## config.mk

```make
export PLATFORM = sky130hd
export DESIGN_NAME = mips_cpu_alu_regs
export DESIGN_NICKNAME = d
export VERILOG_FILES = /design/src/rtl/mips_cpu_pkg.sv /design/src/rtl/mips_cpu_alu_core.sv /design/src/rtl/mips_cpu_alu_regs.sv
export SDC_FILE = /design/constraint.sdc
export NUM_CORES = 2
export LEC_CHECK = 0
export BUFFER_PORTS_ARGS = -buffer_cell sky130_fd_sc_hd__buf_2
export CORE_MARGIN = 4
export CORE_UTILIZATION = 40
export CTS_CLUSTER_SIZE = 30
export DETAILED_ROUTE_END_ITERATION = 8
export SYNTH_ARGS = -nofsm -noshare
export SYNTH_HDL_FRONTEND = slang
export SYNTH_HIERARCHICAL = 1
export SYNTH_SLANG_ARGS = --single-unit
```

## constraint.sdc

```tcl
create_clock -name clk -period 34.5 [get_ports clk]
set_input_delay 1.725 -clock clk [delete_from_list [all_inputs] [get_ports clk]]
set_output_delay 1.725 -clock clk [all_outputs]
set_load 0.01 [all_outputs]
```

## src/rtl/mips_cpu_pkg.sv

```systemverilog
`default_nettype none
// ============================================================================
//  Module      : mips_cpu_pkg
//  Description : Shared MIPS opcode / function-code enumerations and widths.
//  Revision    : 1.0 - initial release
// ============================================================================
package mips_cpu_pkg;

    localparam int c_data_w    = 32;
    localparam int c_reg_count = 32;

    typedef enum logic [5:0] {
        OP_SPECIAL = 6'h00,
        OP_REGIMM  = 6'h01,
        OP_J       = 6'h02,
        OP_JAL     = 6'h03,
        OP_BEQ     = 6'h04,
        OP_BNE     = 6'h05,
        OP_BLEZ    = 6'h06,
        OP_BGTZ    = 6'h07,
        OP_ADDI    = 6'h08,
        OP_ADDIU   = 6'h09,
        OP_SLTI    = 6'h0A,
        OP_SLTIU   = 6'h0B,
        OP_ANDI    = 6'h0C,
        OP_ORI     = 6'h0D,
        OP_XORI    = 6'h0E,
        OP_LUI     = 6'h0F,
        OP_LB      = 6'h20,
        OP_LH      = 6'h21,
        OP_LWL     = 6'h22,
        OP_LW      = 6'h23,
        OP_LBU     = 6'h24,
        OP_LHU     = 6'h25,
        OP_LWR     = 6'h26,
        OP_SB      = 6'h28,
        OP_SH      = 6'h29,
        OP_SW      = 6'h2B
    } opcode_e;

    typedef enum logic [5:0] {
        F_SLL   = 6'h00,
        F_SRL   = 6'h02,
        F_SRA   = 6'h03,
        F_SLLV  = 6'h04,
        F_SRLV  = 6'h06,
        F_SRAV  = 6'h07,
        F_JR    = 6'h08,
        F_JALR  = 6'h09,
        F_MFHI  = 6'h10,
        F_MTHI  = 6'h11,
        F_MFLO  = 6'h12,
        F_MTLO  = 6'h13,
        F_MULT  = 6'h18,
        F_MULTU = 6'h19,
        F_DIV   = 6'h1A,
        F_DIVU  = 6'h1B,
        F_ADD   = 6'h20,
        F_ADDU  = 6'h21,
        F_SUB   = 6'h22,
        F_SUBU  = 6'h23,
        F_AND   = 6'h24,
        F_OR    = 6'h25,
        F_XOR   = 6'h26,
        F_NOR   = 6'h27,
        F_SLT   = 6'h2A,
        F_SLTU  = 6'h2B
    } funct_e;

endpackage : mips_cpu_pkg
`default_nettype wire

```

## src/rtl/mips_cpu_alu_core.sv

```systemverilog
`default_nettype none
// ============================================================================
//  Module      : mips_cpu_alu_core
//  Description : Stateless MIPS ALU: result, branch condition, carry, zero.
//  Revision    : 1.0 - initial release
// ============================================================================
module mips_cpu_alu_core
    import mips_cpu_pkg::*;
(
    input  logic [31:0] a,
    input  logic [31:0] b,
    input  logic [5:0]  opcode,
    input  logic [5:0]  funct,
    input  logic [4:0]  shamt,
    input  logic [15:0] immediate,
    output logic [31:0] result,
    output logic        branch,
    output logic        carry_out,
    output logic        zero
);

    logic [31:0] w_sext;
    logic [31:0] w_zext;
    logic [32:0] w_add;
    logic [32:0] w_sub;
    logic [32:0] w_addi;

    assign w_sext = {{16{immediate[15]}}, immediate};
    assign w_zext = {16'h0, immediate};
    // Bit 32 of each 33-bit sum is the carry (or borrow for the subtract)
    assign w_add  = {1'b0, a} + {1'b0, b};
    assign w_sub  = {1'b0, a} - {1'b0, b};
    assign w_addi = {1'b0, a} + {1'b0, w_sext};

    always_comb begin
        result    = '0;
        branch    = 1'b0;
        carry_out = 1'b0;
        case (opcode_e'(opcode))
            OP_SPECIAL: begin
                case (funct_e'(funct))
                    F_SLL:  result = b << shamt;
                    F_SRL:  result = b >> shamt;
                    F_SRA:  result = $unsigned($signed(b) >>> shamt);
                    F_SLLV: result = b << a[4:0];
                    F_SRLV: result = b >> a[4:0];
                    F_SRAV: result = $unsigned($signed(b) >>> a[4:0]);
                    F_ADD, F_ADDU: begin
                        result    = w_add[31:0];
                        carry_out = w_add[32];
                    end
                    F_SUB, F_SUBU: begin
                        result    = w_sub[31:0];
                        carry_out = w_sub[32];
                    end
                    F_AND:  result = a & b;
                    F_OR:   result = a | b;
                    F_XOR:  result = a ^ b;
                    F_NOR:  result = ~(a | b);
                    F_SLT:  result = {31'h0, $signed(a) < $signed(b)};
                    F_SLTU: result = {31'h0, a < b};
                    default: result = '0;
                endcase
            end
            OP_ADDIU: begin
                result    = w_addi[31:0];
                carry_out = w_addi[32];
            end
            OP_SLTI:  result = {31'h0, $signed(a) < $signed(w_sext)};
            OP_SLTIU: result = {31'h0, a < w_sext};
            OP_ANDI:  result = a & w_zext;
            OP_ORI:   result = a | w_zext;
            OP_XORI:  result = a ^ w_zext;
            OP_LUI:   result = {immediate, 16'h0};
            OP_LB, OP_LH, OP_LWL, OP_LW, OP_LBU, OP_LHU, OP_LWR,
            OP_SB, OP_SH, OP_SW:
                result = w_addi[31:0];
            OP_BEQ:    branch = (a == b);
            OP_BNE:    branch = (a != b);
            OP_BLEZ:   branch = ($signed(a) <= 0);
            OP_BGTZ:   branch = ($signed(a) > 0);
            OP_REGIMM: branch = a[31];
            default:   result = '0;
        endcase
    end

    assign zero = (result == 32'h0);

endmodule : mips_cpu_alu_core
`default_nettype wire

```

## src/rtl/mips_cpu_alu_regs.sv

```systemverilog
`default_nettype none
// ============================================================================
//  Module      : mips_cpu_alu_regs
//  Description : 32x32 register file (2R/1W, no bypass) feeding the MIPS ALU.
//  Revision    : 1.0 - initial release
// ============================================================================
module mips_cpu_alu_regs
    import mips_cpu_pkg::*;
#(
    parameter logic [31:0] REG_RESET_VALUE = 32'h0
) (
    input  logic        clk,
    input  logic        reset,
    input  logic [4:0]  read_index_rs,
    input  logic [4:0]  read_index_rt,
    input  logic [4:0]  write_index,
    input  logic        write_enable,
    input  logic [31:0] write_data,
    input  logic [5:0]  alu_funct,
    input  logic [5:0]  opcode,
    input  logic [4:0]  shamt,
    input  logic [15:0] immediate,
    input  logic        carry_in,
    output logic [31:0] read_data_rs,
    output logic [31:0] read_data_rt,
    output logic [31:0] register_v0,
    output logic [31:0] alu_out,
    output logic        branch,
    output logic        carry_out,
    output logic        zero
);

    logic [c_data_w-1:0] w_file [c_reg_count];
    logic                w_unused_carry_in;

    // Carry-in is reserved for future multi-word ops; no current op consumes it
    assign w_unused_carry_in = carry_in;

    // Register 0 has no storage; it is hard-wired to zero
    assign w_file[0] = '0;

    for (genvar i = 1; i < c_reg_count; i++) begin : g_regs
        logic [c_data_w-1:0] r_q;

        always_ff @(posedge clk or posedge reset) begin
            if (reset) begin
                r_q <= REG_RESET_VALUE;
            end else if (write_enable && (write_index == 5'(i))) begin
                r_q <= write_data;
            end
        end

        assign w_file[i] = r_q;
    end

    assign read_data_rs = w_file[read_index_rs];
    assign read_data_rt = w_file[read_index_rt];
    assign register_v0  = w_file[2];

    mips_cpu_alu_core u_alu_core (
        .a         (read_data_rs),
        .b         (read_data_rt),
        .opcode    (opcode),
        .funct     (alu_funct),
        .shamt     (shamt),
        .immediate (immediate),
        .result    (alu_out),
        .branch    (branch),
        .carry_out (carry_out),
        .zero      (zero)
    );

endmodule : mips_cpu_alu_regs
`default_nettype wire

```

# [Yosys cells after proc, flatten, opt, wreduce, memory -nomap -nowiden]
# Cells that the tools add are included.
# Widths: inputs -> output; s select.
[word_totals] reg_bits=992 elab_cells=175 output_inout_bits=131
[op_classes] n_eq_ne=70 bitwise_logic=9 reduce_logical=37 n_lt_le_gt_ge=8 mux=11 add_sub_neg=3 shift=6
[op_table] operator="$pmux 32 s14" count=1
[op_table] operator="$bmux 32 s5" count=2
[op_table] operator="$pmux 32 s8" count=1
[op_table] operator="$mux 32" count=4
[op_table] operator="$eq 6x6->1 const B" count=20
[op_table] operator="$lt 32x32->1" count=3
[op_table] operator="$eq 5x5->1 const B" count=16
[op_table] operator="$add 32x32->33" count=2
[op_table] operator="$shl 32x5->32" count=2
[op_table] operator="$shr 32x5->32" count=2
[op_table] operator="$sshr 32x5->32" count=2
[op_table] operator="$eq 6x3->1 const B" count=7
[op_table] operator="$eq 6x4->1 const B" count=7
[op_table] operator="$eq 5x4->1 const B" count=8
[op_table] operator="$sub 32x32->33" count=1
[op_table] operator="$and 32x16->32" count=1
[op_table] operator="$and 32x32->32" count=1
[op_table] operator="$eq 32x32->1" count=1
[op_table] operator="$gt 32x1->1 const B" count=1
[op_table] operator="$le 32x1->1 const B" count=1
[op_table] operator="$logic_not 32->1" count=1
[op_table] operator="$lt 32x16->1" count=1
[op_table] operator="$ne 32x32->1" count=1
[op_table] operator="$not 32->32" count=1
[op_table] operator="17 further kinds" count=57

# [Longest topological paths before layout]
[depth] depth_word=9 mapped_depth=24

# [Modules after synthesis]
# Netlist, hierarchy kept.
[by_module_without_submodules] mod="mips_cpu_alu_regs" n_inst=1 area_per_inst_um2=53199.8 seq_area_each_um2=24823.8 cells_each=3636
[by_module_without_submodules] mod="mips_cpu_alu_core" n_inst=1 area_per_inst_um2=16853.7 seq_area_each_um2=0.0 cells_each=2606

# [Worst setup path before layout]
# Ideal clock, no wire load.
[synth_path] kind="input to output" start="input read_index_rs[0]" end="output zero" arrival_ns=7.519 slack_ns=25.256 cell_stages=23 required_time_ns=32.775 cell_sequence="buf_4 buf_6 buf_6 buf_6 buf_2 a22o_1 a211oi_1 o31ai_1 inv_1 ha_1 clkbuf_1 inv_1 a2111oi_0 a211oi_1 a211oi_1 o21ai_1 a41o_1 a21oi_1 o211ai_1 a31o_2 a31o_2 or4_1 nor4_2"
[synth_lines] element="start: declaration" line_no="mips_cpu_alu_regs.sv:14" rtl="input logic [4:0] read_index_rs,"
[synth_lines] element="$not 5->6 (implied by the code) *" line_no="mips_cpu_alu_regs.sv:56" rtl="assign read_data_rs = w_file[read_index_rs];"
[synth_lines] element="$bmux 32 s5 *" line_no="mips_cpu_alu_regs.sv:56"
[synth_lines] element="$mux 32 (implied by the code) * (2 in series)" line_no="mips_cpu_alu_regs.sv:56"
[synth_lines] element="net read_data_rs[4]" line_no="mips_cpu_alu_regs.sv:24" rtl="output logic [31:0] read_data_rs,"
[synth_lines] element="$sub 32x32->33 (tied with other cells)" line_no="mips_cpu_alu_core.sv:32" rtl="assign w_sub = {1'b0, a} - {1'b0, b};"
[synth_lines] element="$pmux 32 s14" line_no="mips_cpu_alu_core.sv:41" rtl="case (funct_e'(funct))"
[synth_lines] element="$pmux 32 s8 *" line_no="mips_cpu_alu_core.sv:39" rtl="case (opcode_e'(opcode))"
[synth_lines] element="net alu_out[29]" line_no="mips_cpu_alu_regs.sv:27" rtl="output logic [31:0] alu_out,"
[synth_lines] element="$logic_not 32->1 *" line_no="mips_cpu_alu_core.sv:87" rtl="assign zero = (result == 32'h0);"
[synth_lines] element="end: declaration" line_no="mips_cpu_alu_regs.sv:30" rtl="output logic zero"
# Mark *: on every way through the listed nets, which the timed path passes. The rest lies on a longest branch. The select of a mux whose other input is x is not followed.

# [Final worst setup path]
[layout_path] start="input read_index_rt[0]" end="output zero"
[layout_between] elab_chain_cells=9
[layout_rtl] element="start: declaration" line_no="mips_cpu_alu_regs.sv:15" rtl="input logic [4:0] read_index_rt,"
[layout_rtl] element="$not 5->6 (implied by the code) *" line_no="mips_cpu_alu_regs.sv:57" rtl="assign read_data_rt = w_file[read_index_rt];"
[layout_rtl] element="$bmux 32 s5 *" line_no="mips_cpu_alu_regs.sv:57"
[layout_rtl] element="$mux 32 (implied by the code) * (2 in series)" line_no="mips_cpu_alu_regs.sv:57"
[layout_rtl] element="parallel branches: the longest is 2 deep, another holds $sub 32x32->33"
[layout_rtl] element="$pmux 32 s14 *" line_no="mips_cpu_alu_core.sv:41"
[layout_rtl] element="$pmux 32 s8 *" line_no="mips_cpu_alu_core.sv:39"
[layout_rtl] element="$logic_not 32->1 *" line_no="mips_cpu_alu_core.sv:87"
# Mark *: on every way between the ends. The select of a mux whose other input is x is not followed.

==> key figures <==
Place
  – Worst slack at placement: ~22 ns
  – IO buf count: between 200 and 250
  – DP HPWL: slightly below 200 mm
  – Routability cong.: 1.10

Status
  – Status: finished clean

Power and ir drop
  – Cell Pwr Density: about 54 nW/um^2
  – Maximum vdd drop: slightly above 40 uV
  – Lkg Pwr: ~33 nW

Timing
  – RSZ-0062 raised after global routing: no
  – Final Cycle Share: a little over a third
  – FMAX: between 80 and 90 MHz
  – Final setup TNS: 0 ns
  – Slew HR: 3.40%
  – Fin worst setup slack: ~22 ns
  – Final min period: between 10 and 15 ns
  – Worst slew pin tran: 1.43 ns
  – Final Hold Viols: 0
  – Layout Skew: 0 ns
  – Setup Viol. Count Final: 0
  – Max-slew violations: 0

Drt
  – Initial DRC Count: 6480
  – DRC: 0
  – Vias per cell: ~6.7
  – Drt wl/cell: approximately 34 microns
  – 1st-pass router iterations: 8
  – Final WL: just under 300 mm
  – Via count: 57529
  – Routed Antenna Nets: 0

Clocking
  – H-tree Lvls: 3
  – CTS buffer count: just under 100
  – Clk_lat worst skew: 0.69 ns
  – CTS tree: yes
  – Clk buf depth: 3
  – Num Clock Sinks: just under 1000
  – Clock root cell: clkbuf_16
  – Post-cts resize count: 0
  – Setup bufs post-CTS: 0
  – Cts hold-fix bufs: 0
  – CTS clk-pin slew, worst paths: 0.06 ns

Die
  – Core ar.: about 170000 sq um
  – Die Area: around 180000 sq um
  – Ports: roughly 220
  – Die width: around 430 microns
  – Die Ht: 426 microns
  – Num rows: 153
  – Initial core utilization: between 40% and 50%

Logic synthesis
  – Syn_nets: ~6500
  – Avg Cell Area, Syn: between 10 and 15 sq um
  – Seq/Total Area, Yosys: 35.4%
  – Number of flops mapped to enable cells by yosys: 0
  – Top-count cell post-synth: mux2_2
  – Synth area leaders: dfrtp_1, mux2_2, mux4_2
  – Post-Synthesis Cells: 6242
  – Async S/R FF share, synth: 100%
  – Synth top area share: a little over a third
  – Synthesized area: 70100 sq um
  – Synth unique cells: 100
  – Yosys top cell by area: dfrtp_1
  – Top cells by count, synth: mux2_2, dfrtp_1, mux4_2
  – Yosys warning total: 6
  – Yosys reg bits: roughly 990
  – Most used DFF post-synth: dfrtp_1

Critical path
  – Crit start category: input pin
  – FF-to-FF Start: register_v0[12]
  – Crit path kind: input pin to output port
  – Reg-to-reg critical path endpoint: register_v0[12]
  – Setup slack, reg-to-reg: 33.58 ns
  – Critical Path RT: around 33 ns
  – Crit Path Max Fanout: 80
  – Critical Path Sink Type: output port
  – Data arrival time of the worst path: ~11 ns
  – Register-to-Register Path Depth: 1

Worst hold path
  – Worst hold path endpoint: g_regs[28].r_q[10]
  – Hold Crit Start: g_regs[28].r_q[10]
  – Hold Path Cell Cnt: 1
  – Min-delay worst type: register to register

Global routing
  – Number of global-route vias before repair: 56247
  – Grt total ovfl: 0
  – Initial antenna violation count: 32
  – Total track usage: 31.3%
  – First-pass GRT wire length: approximately 420 mm
  – Largest net degree at the start of global routing: 190

Job
  – Max Cap Viol: 0

Layout
  – Area growth syn-to-layout: 10.1%
  – Fillers: about 16000
  – Share of cells above drive strength 1: 34.7%
  – Post-layout util: between 40% and 50%
  – Final #Nets: roughly 6400
-- report_power, final --
group / switching, mW / leakage (nW) / internal (mW)
registers: 0.171 / 12.7 / 1.39
logic: 0.825 / 18.6 / 0.637
clock network: 0.483 / 1.70 / 0.659
-- layout by cell type, fill, tap and decap left out, drive strengths merged, types with 32 or more instances in the layout --
master / synthesis / final
nor3: 71 / 71
mux2i: 264 / 264
o21ai: 213 / 213
a22o: 216 / 216
mux2: 1072 / 1072
o31ai: 89 / 89
nand2b: 73 / 73
nor2: 266 / 266
ha: 176 / 176
nand2: 321 / 321
nor2b: 38 / 38
a211oi: 177 / 177
o22ai: 108 / 108
nand4: 32 / 32
o211ai: 57 / 57
nand3: 73 / 73
buf: 265 / 424
mux4: 388 / 388
and2: 65 / 65
a21oi: 193 / 193
dfrtp: 992 / 992
and3: 47 / 47
clkbuf: 331 / 144
a22oi: 98 / 98
xnor2: 59 / 59
inv: 139 / 146
nor4: 46 / 46
-- worst max-delay path by stage --
stage,startpoint,end,depth (start not counted)
2_1_floorplan,reset,g_regs[10].r_q[0],1
3_3_place_gp,read_index_rs[0],zero,23
3_5_place_dp,read_index_rs[0],zero,24
4_1_cts,read_index_rs[0],zero,24
5_1_grt,read_index_rs[0],zero,24
6_report,read_index_rt[0],zero,23
-- area by class of cell --
| cell class | instances | area, sq um | area share [%] |
|---|---|---|---|
| Tap cell | 2325 | 2910 | 3.77 |
| Sequential cell | 992 | 24800 | 32.2 |
| Clock inverter | 37 | 502 | 0.650 |
| Clock buffer | 144 | 2930 | 3.79 |
| Multi-Input combinational cell | 4514 | 42700 | 55.3 |
| Antenna cell | 21 | 52.6 | 0.0681 |
| Timing Repair Buffer | 424 | 2730 | 3.54 |
| Inverter | 140 | 533 | 0.691 |
-- metrics by stage --
stage | area (sq um) | cells | power (mW) | hold slack, ns
5_1_grt | 77100 | 8587 | 4.34 | 0.528
3_5_place_dp | 73700 | 8395 | 3.00 | 0.499
3_3_place_gp | 73700 | 8395 | 2.97 | 0.482
4_1_cts | 77100 | 8576 | 4.14 | 0.513
2_1_floorplan | 70100 | 6242 | 2.50 | 0.470
6_report | 77100 | 8597 | 4.17 | 0.512
-- flip-flops by register name, indices dropped and copies added, names as in the netlist --
name	count
g_regs.r_q	960
register_v0	32
-- cell families (layout without fill, tap and decap cells) --
| logic type | Yosys count | in the layout | share of synthesized area [%] |
|---|---|---|---|
| AND/OR/NAND/NOR | 1100 | 1100 | 7.70 |
| flip-flops | 992 | 992 | 35.4 |
| buffers and inverters | 736 | 745 | 4.61 |
| XOR/XNOR | 75 | 75 | 0.938 |
| adder cells (fa/ha/maj) | 179 | 179 | 3.23 |
| AO/OA/AOI/OAI | 1436 | 1436 | 14.6 |
| multiplexers | 1724 | 1724 | 33.5 |
| other | 0 | 21 | 0 |
-- critical path, stage by stage --
cell and delay, ns:
buf_8 0.63, buf_4 0.90, buf_4 0.64, nor2b_4 0.19, a22o_1 0.27, a211oi_1 0.29, o31ai_2 0.09, buf_4 0.23
inv_1 0.19, ha_1 0.39, nor4_1 1.10, o31ai_1 0.26, nand3_1 0.41, a2111oi_0 0.30, o31a_1 0.40, nand2_1 0.26
o21ai_1 0.11, o41ai_1 0.38, buf_4 0.24, o311ai_1 0.41, or4_1 0.68, nor4_2 0.20, buf_2 0.16
-- metal layers --
layer  track usage [%]  share of wire [%]
met4              18.4                6.8
met1              40.0                 38
met5                 0              0.056
met2              48.7                 45
met3              7.12                9.4
Note: power is estimated with default switching activity, not from simulation.
